--- config.mk ---
export PLATFORM = sky130hd
export DESIGN_NAME = sc_level_tick_scheduler_flat
export DESIGN_NICKNAME = d
export VERILOG_FILES = /design/src/rtl/sc_level_tick_scheduler_if.sv /design/src/rtl/sc_level_tick_scheduler.sv /design/src/flat_wrapper.sv
export SDC_FILE = /design/constraint.sdc
export NUM_CORES = 1
export LEC_CHECK = 0
export CORE_MARGIN = 2
export CORE_UTILIZATION = 30
export CTS_BUF_LIST = sky130_fd_sc_hd__clkbuf_8 sky130_fd_sc_hd__clkbuf_16
export CTS_CLUSTER_SIZE = 30
export DETAILED_ROUTE_END_ITERATION = 16
export GPL_TIMING_DRIVEN = 0
export SETUP_SLACK_MARGIN = 0.1
export SLEW_MARGIN = 25
export SYNTH_ARGS = -nofsm -noshare
export SYNTH_HDL_FRONTEND = slang
export SYNTH_SLANG_ARGS = --single-unit
--- constraint.sdc ---
create_clock -name SC_LEVEL_TICK_SCHEDULER_CLOCK_50 -period 3.7 [get_ports SC_LEVEL_TICK_SCHEDULER_CLOCK_50]
set_input_delay 0.74 -clock SC_LEVEL_TICK_SCHEDULER_CLOCK_50 [delete_from_list [all_inputs] [get_ports SC_LEVEL_TICK_SCHEDULER_CLOCK_50]]
set_output_delay 0.74 -clock SC_LEVEL_TICK_SCHEDULER_CLOCK_50 [all_outputs]
set_load 0.03 [all_outputs]
--- src/rtl/sc_level_tick_scheduler_if.sv ---
// Game-controller <-> tick-scheduler bus: run control, level/timer load,
// move request/ack handshake and status outputs.
interface sc_level_tick_scheduler_if #(
  parameter int TIMER_W = 8
) ();
  logic               start_InLow;
  logic               stop_InLow;
  logic [1:0]         level_InBUS;
  logic [TIMER_W-1:0] timerLoad_InBUS;
  logic               moveAck_InLow;
  logic               moveReq_OutLow;
  logic               timerDone_OutLow;
  logic [TIMER_W-1:0] timer_OutBUS;
  logic [1:0]         state_OutBUS;
  logic [3:0]         overrun_OutBUS;

  modport master (
    output start_InLow, stop_InLow, level_InBUS, timerLoad_InBUS, moveAck_InLow,
    input  moveReq_OutLow, timerDone_OutLow, timer_OutBUS, state_OutBUS, overrun_OutBUS
  );

  modport slave (
    input  start_InLow, stop_InLow, level_InBUS, timerLoad_InBUS, moveAck_InLow,
    output moveReq_OutLow, timerDone_OutLow, timer_OutBUS, state_OutBUS, overrun_OutBUS
  );
endinterface

--- src/rtl/sc_level_tick_scheduler.sv ---
// Round countdown and level-paced move-request scheduler for the car game.
// Optional missed-move counter built only when SC_LEVEL_TICK_SCHEDULER_OVERRUN_EN is defined.
module sc_level_tick_scheduler #(
  parameter int TICK_DIV   = 12500000,
  parameter int SEC_TICKS  = 4,
  parameter int LVL1_TICKS = 8,
  parameter int LVL2_TICKS = 4,
  parameter int LVL3_TICKS = 2,
  parameter int TIMER_W    = 8
) (
  input  logic                        SC_LEVEL_TICK_SCHEDULER_CLOCK_50,
  input  logic                        SC_LEVEL_TICK_SCHEDULER_RESET_InLow,
  sc_level_tick_scheduler_if.slave    bus_if
);

  localparam int PW   = (TICK_DIV > 1) ? $clog2(TICK_DIV) : 1;
  localparam int SW   = (SEC_TICKS > 1) ? $clog2(SEC_TICKS) : 1;
  localparam int MAXP = (LVL1_TICKS > LVL2_TICKS)
                        ? ((LVL1_TICKS > LVL3_TICKS) ? LVL1_TICKS : LVL3_TICKS)
                        : ((LVL2_TICKS > LVL3_TICKS) ? LVL2_TICKS : LVL3_TICKS);
  localparam int MW   = $clog2(MAXP + 1);

  localparam logic [PW-1:0] PRESC_LAST = PW'(TICK_DIV - 1);
  localparam logic [SW-1:0] SEC_LAST   = SW'(SEC_TICKS - 1);

  typedef enum logic [1:0] {
    S_IDLE = 2'b00,
    S_RUN  = 2'b01,
    S_WAIT = 2'b10,
    S_DONE = 2'b11
  } state_t;

  logic               clk;
  logic [1:0]         rst_sync_q;
  logic               rst_n_int;

  state_t             state_q, state_d;
  logic               req_q, req_d;
  logic               done_q, done_d;
  logic [TIMER_W-1:0] timer_q, timer_d;
  logic [PW-1:0]      presc_q, presc_d;
  logic [SW-1:0]      sec_q, sec_d;
  logic [MW-1:0]      move_q, move_d;

  logic               active, base_tick, sec_wrap, expiry, move_due;
  logic [MW-1:0]      period_last;

  assign clk = SC_LEVEL_TICK_SCHEDULER_CLOCK_50;

  // Reset asserts immediately but releases only after two clean edges.
  always_ff @(posedge clk or negedge SC_LEVEL_TICK_SCHEDULER_RESET_InLow) begin
    if (!SC_LEVEL_TICK_SCHEDULER_RESET_InLow) rst_sync_q <= 2'b00;
    else                                      rst_sync_q <= {rst_sync_q[0], 1'b1};
  end
  assign rst_n_int = rst_sync_q[1];

  always_comb begin
    unique case (bus_if.level_InBUS)
      2'b10:   period_last = MW'(LVL2_TICKS - 1);
      2'b11:   period_last = MW'(LVL3_TICKS - 1);
      default: period_last = MW'(LVL1_TICKS - 1);
    endcase
  end

  assign active    = (state_q == S_RUN) || (state_q == S_WAIT);
  assign base_tick = active && (presc_q == PRESC_LAST);
  assign sec_wrap  = base_tick && (sec_q == SEC_LAST);
  assign expiry    = sec_wrap && (timer_q <= TIMER_W'(1));
  assign move_due  = base_tick && (move_q >= period_last);

  always_comb begin
    state_d = state_q;
    req_d   = req_q;
    done_d  = 1'b1;
    timer_d = timer_q;
    presc_d = presc_q;
    sec_d   = sec_q;
    move_d  = move_q;

    if (active) begin
      presc_d = base_tick ? '0 : presc_q + PW'(1);
      if (base_tick) begin
        sec_d  = sec_wrap ? '0 : sec_q + SW'(1);
        move_d = move_due ? '0 : move_q + MW'(1);
      end
      if (sec_wrap && (timer_q != '0)) timer_d = timer_q - TIMER_W'(1);
    end

    if (!bus_if.stop_InLow) begin
      state_d = S_IDLE;
      req_d   = 1'b1;
      timer_d = timer_q;
      presc_d = '0;
      sec_d   = '0;
      move_d  = '0;
    end else begin
      unique case (state_q)
        S_IDLE, S_DONE: begin
          presc_d = '0;
          sec_d   = '0;
          move_d  = '0;
          if (!bus_if.start_InLow) begin
            timer_d = bus_if.timerLoad_InBUS;
            if (bus_if.timerLoad_InBUS == '0) begin
              done_d  = 1'b0;
              state_d = S_DONE;
            end else begin
              state_d = S_RUN;
            end
          end
        end
        S_RUN, S_WAIT: begin
          // Expiry outranks both a returning ack and a due move.
          if (expiry) begin
            done_d  = 1'b0;
            req_d   = 1'b1;
            state_d = S_DONE;
            timer_d = '0;
            presc_d = '0;
            sec_d   = '0;
            move_d  = '0;
          end else if ((state_q == S_WAIT) && !bus_if.moveAck_InLow) begin
            req_d   = 1'b1;
            state_d = S_RUN;
          end else if ((state_q == S_RUN) && move_due) begin
            req_d   = 1'b0;
            state_d = S_WAIT;
          end
        end
        default: state_d = S_IDLE;
      endcase
    end
  end

  always_ff @(posedge clk or negedge rst_n_int) begin
    if (!rst_n_int) begin
      state_q <= S_IDLE;
      req_q   <= 1'b1;
      done_q  <= 1'b1;
      timer_q <= '0;
      presc_q <= '0;
      sec_q   <= '0;
      move_q  <= '0;
    end else begin
      state_q <= state_d;
      req_q   <= req_d;
      done_q  <= done_d;
      timer_q <= timer_d;
      presc_q <= presc_d;
      sec_q   <= sec_d;
      move_q  <= move_d;
    end
  end

  assign bus_if.state_OutBUS     = state_q;
  assign bus_if.moveReq_OutLow   = req_q;
  assign bus_if.timerDone_OutLow = done_q;
  assign bus_if.timer_OutBUS     = timer_q;

`ifdef SC_LEVEL_TICK_SCHEDULER_OVERRUN_EN
  logic [3:0] ovr_q, ovr_d;

  // A due move that arrives while still waiting for ack is counted as missed.
  always_comb begin
    ovr_d = ovr_q;
    if (bus_if.stop_InLow) begin
      if (((state_q == S_IDLE) || (state_q == S_DONE)) && !bus_if.start_InLow)
        ovr_d = '0;
      else if ((state_q == S_WAIT) && move_due && !expiry && (ovr_q != 4'hF))
        ovr_d = ovr_q + 4'd1;
    end
  end

  always_ff @(posedge clk or negedge rst_n_int) begin
    if (!rst_n_int) ovr_q <= '0;
    else            ovr_q <= ovr_d;
  end

  assign bus_if.overrun_OutBUS = ovr_q;
`else
  assign bus_if.overrun_OutBUS = 4'b0000;
`endif

endmodule

--- src/flat_wrapper.sv ---
// flat-port wrapper written by rule: the top's interface ports become plain ports
module sc_level_tick_scheduler_flat 
#(
  parameter int TICK_DIV   = 12500000,
  parameter int SEC_TICKS  = 4,
  parameter int LVL1_TICKS = 8,
  parameter int LVL2_TICKS = 4,
  parameter int LVL3_TICKS = 2,
  parameter int TIMER_W    = 8
)
  (SC_LEVEL_TICK_SCHEDULER_CLOCK_50, SC_LEVEL_TICK_SCHEDULER_RESET_InLow, bus_if_start_InLow, bus_if_stop_InLow, bus_if_level_InBUS, bus_if_timerLoad_InBUS, bus_if_moveAck_InLow, bus_if_moveReq_OutLow, bus_if_timerDone_OutLow, bus_if_timer_OutBUS, bus_if_state_OutBUS, bus_if_overrun_OutBUS);
  sc_level_tick_scheduler_if #(.TIMER_W(TIMER_W)) bus_if_i ();
  input  logic SC_LEVEL_TICK_SCHEDULER_CLOCK_50;
  input  logic SC_LEVEL_TICK_SCHEDULER_RESET_InLow;
  input wire logic [$bits(bus_if_i.start_InLow)-1:0] bus_if_start_InLow;
  input wire logic [$bits(bus_if_i.stop_InLow)-1:0] bus_if_stop_InLow;
  input wire logic [$bits(bus_if_i.level_InBUS)-1:0] bus_if_level_InBUS;
  input wire logic [$bits(bus_if_i.timerLoad_InBUS)-1:0] bus_if_timerLoad_InBUS;
  input wire logic [$bits(bus_if_i.moveAck_InLow)-1:0] bus_if_moveAck_InLow;
  output wire logic [$bits(bus_if_i.moveReq_OutLow)-1:0] bus_if_moveReq_OutLow;
  output wire logic [$bits(bus_if_i.timerDone_OutLow)-1:0] bus_if_timerDone_OutLow;
  output wire logic [$bits(bus_if_i.timer_OutBUS)-1:0] bus_if_timer_OutBUS;
  output wire logic [$bits(bus_if_i.state_OutBUS)-1:0] bus_if_state_OutBUS;
  output wire logic [$bits(bus_if_i.overrun_OutBUS)-1:0] bus_if_overrun_OutBUS;
  assign bus_if_i.start_InLow = bus_if_start_InLow;
  assign bus_if_i.stop_InLow = bus_if_stop_InLow;
  assign bus_if_i.level_InBUS = bus_if_level_InBUS;
  assign bus_if_i.timerLoad_InBUS = bus_if_timerLoad_InBUS;
  assign bus_if_i.moveAck_InLow = bus_if_moveAck_InLow;
  assign bus_if_moveReq_OutLow = bus_if_i.moveReq_OutLow;
  assign bus_if_timerDone_OutLow = bus_if_i.timerDone_OutLow;
  assign bus_if_timer_OutBUS = bus_if_i.timer_OutBUS;
  assign bus_if_state_OutBUS = bus_if_i.state_OutBUS;
  assign bus_if_overrun_OutBUS = bus_if_i.overrun_OutBUS;
  sc_level_tick_scheduler #(.TICK_DIV(TICK_DIV), .SEC_TICKS(SEC_TICKS), .LVL1_TICKS(LVL1_TICKS), .LVL2_TICKS(LVL2_TICKS), .LVL3_TICKS(LVL3_TICKS), .TIMER_W(TIMER_W)) u_core (.SC_LEVEL_TICK_SCHEDULER_CLOCK_50(SC_LEVEL_TICK_SCHEDULER_CLOCK_50), .SC_LEVEL_TICK_SCHEDULER_RESET_InLow(SC_LEVEL_TICK_SCHEDULER_RESET_InLow), .bus_if(bus_if_i));
endmodule
=== Word-level counts from Yosys, hierarchy flattened ===
Cells that the tools add are included.
W data, S select, Z words.

* Flip-flop bits (word level): 44
* Input port bits: 15
* Output and inout port bits: 16
* Logic and storage cells: 84

* $add $sub $neg: 4
* Magnitude comparators: 2
* Equality and inequality tests: 13
* Mux-type cells: 40
* Reduce and logical (&&, ||, !) cells: 17

{| class="wikitable"
|+ Operators by type and width
! kind !! number
|-
| $mux W24 || 4
|-
| $pmux W24 S2 || 1
|-
| $mux W8 || 4
|-
| $add A24 B1 Y24 const B || 1
|-
| $eq A24 B24 Y1 const B || 1
|-
| $mux W2 || 11
|-
| $mux W4 || 5
|-
| $pmux W8 S2 || 1
|-
| $eq A2 B2 Y1 const B || 5
|-
| $mux W1 || 9
|-
| $le A8 B1 Y1 const B || 1
|-
| $logic_not A8 Y1 || 1
|-
| $ne A4 B2 Y1 const B || 2
|-
| $pmux W2 S2 || 2
|-
| $pmux W4 S2 || 1
|-
| $reduce_bool A8 Y1 || 1
|-
| $sub A8 B1 Y8 const B || 1
|-
| $logic_and A1 B1 Y1 || 7
|-
| $pmux W3 S2 || 1
|-
| $reduce_and A2 Y1 || 3
|-
| $ne A5 B2 Y1 const B || 1
|-
| $add A4 B1 Y4 const B || 1
|-
| $ge A4 B3 Y1 || 1
|-
| $ne A4 B1 Y1 const B || 1
|-
| 9 further kinds || 10
|}

=== Logic depth before layout (Yosys ltp) ===
Gate-level depths: netlist of the first run.

* Depth in word-level cells: 10
* Mapped depth: 9
* Mapped depth without buffers: 7

=== Worst setup path after synthesis of the first run ===
OpenSTA, ideal clock, no wires.

* Path type: register to register
* From: register u_core.state_q[0] (netlist: u_core.bus_if.state_OutBUS[0])
* To: register u_core.state_q[0] (netlist: u_core.bus_if.state_OutBUS[0])
* Library setup time: 0.141 ns
* Arrival: 2.117 ns
* Required time: 3.559 ns
* Path slack: 1.443 ns
* Stages on the path, launching flop included: 9
* Clock period less this slack: 2.257 ns
* Cells stage by stage: dfrtp_1 inv_1 ha_1 nor4b_2 and4_1 buf_6 nand4_4 a2111oi_2 a311oi_2

* Cells in the longest elaborated chain, start to end: 8
* Elaborated cells on any way between the ends: 20

{| class="wikitable"
|+ RTL lines
! item !! RTL line !! source
|-
| start: declaration || sc_level_tick_scheduler.sv:37 || <nowiki>state_t state_q, state_d;</nowiki>
|-
| start signal: assignment || sc_level_tick_scheduler.sv:145 || <nowiki>state_q <= state_d;</nowiki>
|-
| $eq A2 B1 Y1 / $eq A2 B2 Y1 (equally long branches) || - ||
|-
| $logic_or A1 B1 Y1 || sc_level_tick_scheduler.sv:65 || <nowiki>assign active = (state_q == S_RUN) || (state_q == S_WAIT);</nowiki>
|-
| $logic_and A1 B1 Y1 || sc_level_tick_scheduler.sv:66 || <nowiki>assign base_tick = active && (presc_q == PRESC_LAST);</nowiki>
|-
| $logic_and A1 B1 Y1 || sc_level_tick_scheduler.sv:67 || <nowiki>assign sec_wrap = base_tick && (sec_q == SEC_LAST);</nowiki>
|-
| $logic_and A1 B1 Y1 || sc_level_tick_scheduler.sv:68 || <nowiki>assign expiry = sec_wrap && (timer_q <= TIMER_W'(1));</nowiki>
|-
| $mux W2 || sc_level_tick_scheduler.sv:114 || <nowiki>if (expiry) begin</nowiki>
|-
| $pmux W2 S2 || sc_level_tick_scheduler.sv:97 || <nowiki>unique case (state_q)</nowiki>
|-
| $mux W2 || sc_level_tick_scheduler.sv:89 || <nowiki>if (!bus_if.stop_InLow) begin</nowiki>
|}

Several ways; a longest one is shown, not always the timed one.
A chain may end at the register's enable or synchronous reset.

=== Final worst setup path of the first run ===
* From: input port bus_if_level_InBUS[1]
* To: register u_core.state_q[1] (netlist: u_core.bus_if.state_OutBUS[1])

* Cells in the longest elaborated chain, start to end: 7
* Elaborated cells on any way between the ends: 8

{| class="wikitable"
|+ RTL lines
! item !! RTL line !! source
|-
| start: declaration || flat_wrapper.sv:17 || <nowiki>input wire logic [$bits(bus_if_i.level_InBUS)-1:0] bus_if_level_InBUS;</nowiki>
|-
| $eq A2 B2 Y1 || sc_level_tick_scheduler.sv:58 || <nowiki>unique case (bus_if.level_InBUS)</nowiki>
|-
| $pmux W3 S2 (*) || sc_level_tick_scheduler.sv:58 ||
|-
| $ge A4 B3 Y1 (*) || sc_level_tick_scheduler.sv:69 || <nowiki>assign move_due = base_tick && (move_q >= period_last);</nowiki>
|-
| $logic_and A1 B1 Y1 (*) || sc_level_tick_scheduler.sv:69 ||
|-
| $logic_and A1 B1 Y1 (*) || sc_level_tick_scheduler.sv:125 || <nowiki>end else if ((state_q == S_RUN) && move_due) begin</nowiki>
|-
| $ne A5 B2 Y1 (no line) (*) || - ||
|-
| $reduce_and A2 Y1 (no line) (*) || - ||
|}

Mark *: on every way between the ends. The rest lies on a longest branch, timed or not.

==> metrics.cfg, run 1 <==
[die]
io_pins=31
fp.dieH_um=99.7
design.die.area_um2=9930
rows=34
initial_core_util_pct=31.2
core-area_um2=8810
die_x_um=99.7

[drt]
viasPerCell=5.17
firstDrtPassIters=4
ant_nets=0
drc=0
vias=2243
wl_mm=6.17
drt_iter0_markers=104
wl_per_cell_um=14.2

[setup_path]
endpoint_kind=flop
crit_family=compound AO/OA/AOI/OAI gates
path_cells=clkdlybuf4s50_1 -> and2_1 -> ha_1 -> a21o_1 -> a211o_1 -> nand4_4 -> a21oi_1 -> o311a_1
critPathBufInv=1
critPathLaunchType=input port
cp_slowest_cell=clkdlybuf4s50_1
worstPathMaxFanout=3
required_ns=3.89
worstPathArrival_ns=2.56
crit_type=input port to flop
slowest_delay_ns=0.41

[global_route]
grtUsageTotal_pct=13.6
globalRouteMet3Util_pct=3.23
grt_antenna_before_repair=0
grt_pass1_wl_mm=11.0
grt_pass1_vias=2260
met1_usage_pct=18.5
grt-busiest-layer=met2
grt_overflow_total=0
met2_usage_pct=22.0
grt_max_degree=24

[timing]
final_max_slew_viol_count=0
rsz0062_at_grt=no
final.setup.worst_slack_ns=1.33
fin_skew_ns=0.00807
fin_crit_ns=2.37
period_share_pct=64.0
fmax_ghz=0.423
tns_ns=0
finalSetupViolCount=0
maxSlewHeadroom_pct=64.6
tightest_slew_ns=0.531
hold_violations=0

[clocking]
path_clk_slew_ns=0.09
cts_tree=built
hold_buffers=0
clkSinkCount=44
clock_latency_ns=0.30
cts_setup_buffers=0
clock_path_buffers=2
htreeDepth=2
cts-root-buf=clkbuf_8
cts_buffers=5
cts_resized=0

[logic_synthesis]
yosys_most_used_dff=dfrtp_1
synth_top_area_share_pct=38.3
postSynthAreaPerCell_um2=9.50
synth_edf_count=0
async_flop_share_pct=100
yosysSeqAreaShare_pct=40.2
ys_types=59
yosysWarningCount=0
synth-seq-cells=44
synth.largest_area_cell=dfrtp_1
synth.area.top_cells=dfrtp_1 38%, xnor2_1 5.7%, nor2_1 5.5%
netlist_instances=289
synth_area_um2=2750

[power_and_ir_drop]
power.switching_mw=0.689
cellPowerDensity_nw_per_um2=531
power.internal_mw=1.06
pwr-share-comb_pct=41.2
pwr-share-clk_pct=22.6
peakVddDrop_v=0.000215
total_power_mw=1.75
p_leak_nw=1.34
swShare_pct=39.5
seq_power_share_pct=36.2

[cells_and_area]
fin_area_um2=3290
diodes=0
nets=350
area_growth_pct=19.9
drive_gt1_share_pct=15.0
final_cell_mix=41 x dfrtp_1, 40 x nor2_1, 25 x clkdlybuf4s50_1
mostFrequentLayoutCell=dfrtp_1

[place]
placed_area_um2=3170
dp_hpwl_mm=4.58
port_buffers=25
gp_congestion=0.843
dpl_worst_slack_ns=0.990

[run]
maxCapViolCount=0

[min_path]
hold_class=flop to async pin

[status]
status=finished clean

## path summary, 6_finish.rpt
path	depth (start not counted)	slack [ns]	start	end
worst max-delay path	8	1.33	bus_if_level_InBUS[1]	u_core.bus_if.state_OutBUS[1]
worst min-delay path	0	0.25	u_core.rst_sync_q[1]	u_core.move_q[3]
worst max register to register	8	1.41	u_core.bus_if.state_OutBUS[0]	u_core.bus_if.timer_OutBUS[1]
worst min register to register	0	0.25	u_core.rst_sync_q[1]	u_core.move_q[3]
max in group asynchronous	1	2.87	u_core.rst_sync_q[1]	u_core.bus_if.timerDone_OutLow
min in group SC_LEVEL_TICK_SCHEDULER_CLOCK_50	0	0.36	u_core.rst_sync_q[0]	u_core.rst_sync_q[1]
## per-layer routing
metal / part of all wire (%) / vias up
met2: 47 / 68
met4: 0.99 / 0
li1: - / 1090
met3: 5.3 / 9
met1: 47 / 1076
met5: 0 / -
## logic make-up after synthesis
| kind of cell | after synthesis | synth area share (%) |
|---|---|---|
| simple gates | 138 | 29.5 |
| mux | 1 | 0.365 |
| xor+xnor | 24 | 7.66 |
| buf+inv | 30 | 5.47 |
| fa+ha+maj | 10 | 4.56 |
| other cells | 2 | 0.274 |
| compound gates | 40 | 11.9 |
| flops | 44 | 40.2 |
## through the flow
stage	std cells	util [%]	hold WS [ns]
after floorplan	292	-	0.331
final	434	37.4	0.250
after global routing	434	37.4	0.309
after global placement	425	35.7	0.337
after detailed placement	426	36.0	0.275
after CTS	434	37.4	0.279
## registers in the layout, summed over array words and instances, names as in the netlist
name and flops:
u_core.presc_q 24, u_core.bus_if.timer_OutBUS 8, u_core.move_q 4, u_core.bus_if.state_OutBUS 2
u_core.rst_sync_q 2, u_core.sec_q 2, u_core.bus_if.moveReq_OutLow 1, u_core.bus_if.timerDone_OutLow 1
## cells in the mapped netlist, drive strengths merged, types with 4 or more instances
| master | instances |
|---|---|
| dfrtp | 42 |
| nor2 | 40 |
| nand2 | 22 |
| xnor2 | 18 |
| nand3 | 15 |
| and3 | 13 |
| buf | 13 |
| inv | 13 |
| ha | 10 |
| nand4 | 9 |
| o211ai | 9 |
| nor4 | 8 |
| and4 | 6 |
| nor3 | 6 |
| xor2 | 6 |
| a21oi | 5 |
| and2 | 5 |
| a31oi | 4 |
| o21ai | 4 |
## power groups by stage
| stage | sequential, mW | clock (mW) | combinational (mW) |
|---|---|---|---|
| after floorplan | 0.722 | 0 | 0.394 |
| after CTS | 0.632 | 0.406 | 0.722 |
| after global placement | 0.643 | 0 | 0.705 |
| final | 0.632 | 0.395 | 0.720 |
| after global routing | 0.646 | 0.430 | 0.793 |
| after detailed placement | 0.642 | 0 | 0.720 |
## area by class of cell
class / count / area (um2)
plain buffers: 16 / 97.6
flip-flops and latches: 44 / 1100
inverters: 14 / 52.6
clock buffers: 6 / 82.6
fillers: 857 / 5510
repair buffers: 26 / 278
well taps: 108 / 135
multi-input cells: 218 / 1500
clock inverters: 2 / 38.8
(Power assumes the default switching activity.)
==> run 2, diff against run 1 <==
- clock period: 3.7 -> 2.4 ns (I/O delays scaled with it)
==> run 2 against run 1 <==
Against the previous run: first-iteration DRC count rose by 3.8%; sequential cell count did not move; combinational power rose by 58%; clock power rose by 55%; clock-buffer cell count did not move; design area rose by 1.0%.
==> metrics.cfg, run 2 (synthesis gave the netlist of run 1 again) <==
[drt]
ant_nets=0  ; unchanged
wl_mm=6.22  ; was 6.17 mm
vias=2253  ; was 2243
firstDrtPassIters=4  ; unchanged
wl_per_cell_um=14.3  ; was 14.2 um
drc=0  ; unchanged
viasPerCell=5.18  ; was 5.17
drt_iter0_markers=108  ; was 104

[die]
die_x_um=99.7  ; unchanged
io_pins=31  ; unchanged
initial_core_util_pct=31.2  ; unchanged
rows=34  ; unchanged
design.die.area_um2=9930  ; unchanged
fp.dieH_um=99.7  ; unchanged
core-area_um2=8810  ; unchanged

[timing]
rsz0062_at_grt=yes  ; was no
hold_violations=0  ; unchanged
maxSlewHeadroom_pct=64.6  ; about the same
period_share_pct=92.8
finalSetupViolCount=0  ; unchanged
tightest_slew_ns=0.532  ; was 0.531 ns
fmax_ghz=0.449
fin_skew_ns=0.00900  ; was 0.00807 ns
final_max_slew_viol_count=0  ; unchanged
fin_crit_ns=2.23

[setup_path]
slowest_delay_ns=0.45  ; was 0.41 ns
rrSetupSlack_ns=0.17  ; was 1.41 ns
required_ns=2.59  ; was 3.89 ns
worstPathArrival_ns=2.42  ; was 2.56 ns
path_cells=inv_1 -> ha_2 -> or2b_1 -> a31oi_1 -> nand4_1 -> xnor2_1 -> a221o_1  ; was clkdlybuf4s50_1 -> and2_1 -> ha_1 -> a21o_1 -> a211o_1 -> nand4_4 -> a21oi_1 -> o311a_1
worstPathMaxFanout=6  ; was 3
critPathBufInv=1  ; unchanged
cp_slowest_cell=dfrtp_2  ; was clkdlybuf4s50_1
r2r-end=u_core.bus_if.timer_OutBUS[4]  ; was u_core.bus_if.timer_OutBUS[1]
rr_startpoint=u_core.bus_if.state_OutBUS[0]  ; unchanged
crit_type=flop to flop  ; was input port to flop
endpoint_kind=flop  ; unchanged
critPathLaunchType=flop  ; was input port
r2r_cells=7  ; was 8
crit_family=compound AO/OA/AOI/OAI gates  ; unchanged

[global_route]
grt_max_degree=24  ; unchanged
grtUsageTotal_pct=13.6  ; unchanged
grt_pass1_wl_mm=11.0  ; unchanged
grt_antenna_before_repair=0  ; unchanged
grt_pass1_vias=2260  ; unchanged
grt_overflow_total=0  ; unchanged

[cells_and_area]
diodes=0  ; unchanged
fillers=845  ; was 857
fin_util_pct=37.8  ; was 37.4%
fin_cells=435  ; was 434
final_cell_mix=40 x nor2_1, 40 x dfrtp_1, 25 x clkdlybuf4s50_1  ; was 41 x dfrtp_1, 40 x nor2_1, 25 x clkdlybuf4s50_1
nets=351  ; was 350
largest_reg_flops=24  ; unchanged
drive_gt1_share_pct=15.9  ; was 15.0%
top_register=u_core.presc_q  ; unchanged
area_growth_pct=21.1  ; was 19.9%

[clocking]
cts-root-buf=clkbuf_8  ; unchanged
hold_buffers=0  ; unchanged
clock_latency_ns=0.31  ; was 0.30 ns
clock_path_buffers=2  ; unchanged
cts_tree=built  ; unchanged
path_clk_slew_ns=0.09  ; about the same
htreeDepth=2  ; unchanged
clkSinkCount=44  ; unchanged
cts_buffers=5  ; unchanged

[status]
status=finished clean  ; unchanged

[place]
port_buffers=25  ; unchanged
dp.cells=426  ; unchanged
gp_congestion=0.843  ; unchanged
dp_hpwl_mm=4.58  ; unchanged

[run]
maxCapViolCount=0  ; unchanged

[power_and_ir_drop]
p_leak_nw=1.35  ; was 1.34 nW
cellPowerDensity_nw_per_um2=822  ; was 531 nW/um2
peakVddDrop_v=0.000342  ; was 0.000215 V

[min_path]
hold_class=flop to async pin  ; unchanged

==> run 2: cell types whose count changed in the layout (fill, tap and decap cells not counted), sizes merged <==
cell	previous run	this run
clkbuf	9	10
==> run 2: final cells by class <==
class / count / area, um2 / area share, %
inverters: 14 / 52.6 / 1.58
clock inverters: 2 / 38.8 / 1.17
clock buffers: 6 / 82.6 / 2.48
well taps: 108 / 135 / 4.06
multi-input cells: 218 / 1520 / 45.8
plain buffers: 16 / 103 / 3.09
flip-flops and latches: 44 / 1110 / 33.3
repair buffers: 27 / 285 / 8.58
==> run 2: worst max path at each step <==
stage / from / to / slack [ns] / depth (start not counted)
floorplan: u_core.bus_if.state_OutBUS[0] / u_core.bus_if.state_OutBUS[0] / 0.14 / 8
global placement: bus_if_level_InBUS[1] / u_core.bus_if.state_OutBUS[1] / -0.03 / 8
detailed placement: bus_if_level_InBUS[1] / u_core.bus_if.state_OutBUS[1] / -0.05 / 8
CTS: u_core.bus_if.state_OutBUS[0] / u_core.bus_if.timer_OutBUS[1] / 0.15 / 8
global route: u_core.bus_if.state_OutBUS[0] / u_core.bus_if.timer_OutBUS[3] / 0.07 / 8
finish: u_core.bus_if.state_OutBUS[0] / u_core.bus_if.timer_OutBUS[4] / 0.17 / 7
==> run 2: repair_timing <==
action | in CTS | in global routing
pin swaps | 0 | 3
endpoints found under the hold margin | 0 | 0
setup buffers | 0 | 1
resized for setup | 1 | 6
endpoints found under the setup margin | 1 | 23
cloned | 0 | 0
==> run 2: stage by stage <==
stage / power [mW] / hold slack (ns) / setup WS (ns) / setup TNS, ns / instance area [um2]
finish: 2.73 / 0.248 / 0.173 / 0 / 3330
global route: 2.92 / 0.309 / 0.0735 / 0 / 3330
CTS: 2.72 / 0.279 / 0.149 / 0 / 3290
detailed placement: 2.10 / 0.275 / -0.0499 / -0.0716 / 3170
global placement: 2.08 / 0.337 / -0.0282 / -0.0282 / 3140
floorplan: 1.72 / 0.184 / 0.143 / 0 / 2760
==> run 2: worst reg2reg max path, stage by stage (launching register included) <==
cell and delay, ns:
dfrtp_2 0.45, inv_1 0.10, ha_2 0.32, or2b_1 0.33, a31oi_1 0.28, nand4_1 0.18, xnor2_1 0.15, a221o_1 0.32
==> run 2: where the power goes <==
part           internal, mW  total, mW  switching (mW)
Clock                 0.341      0.612           0.272
Combinational         0.483       1.14           0.659
Sequential            0.833      0.978           0.145
==> run 2: per-layer routing <==
| layer | part of all wire (%) | vias up | GRT usage [%] |
|---|---|---|---|
| met3 | 5.0 | 12 | 3.23 |
| li1 | - | 1095 | - |
| met2 | 47 | 73 | 22.0 |
| met1 | 47 | 1073 | 18.5 |
| met5 | 0 | - | 0 |
| met4 | 1.3 | 0 | 3.27 |
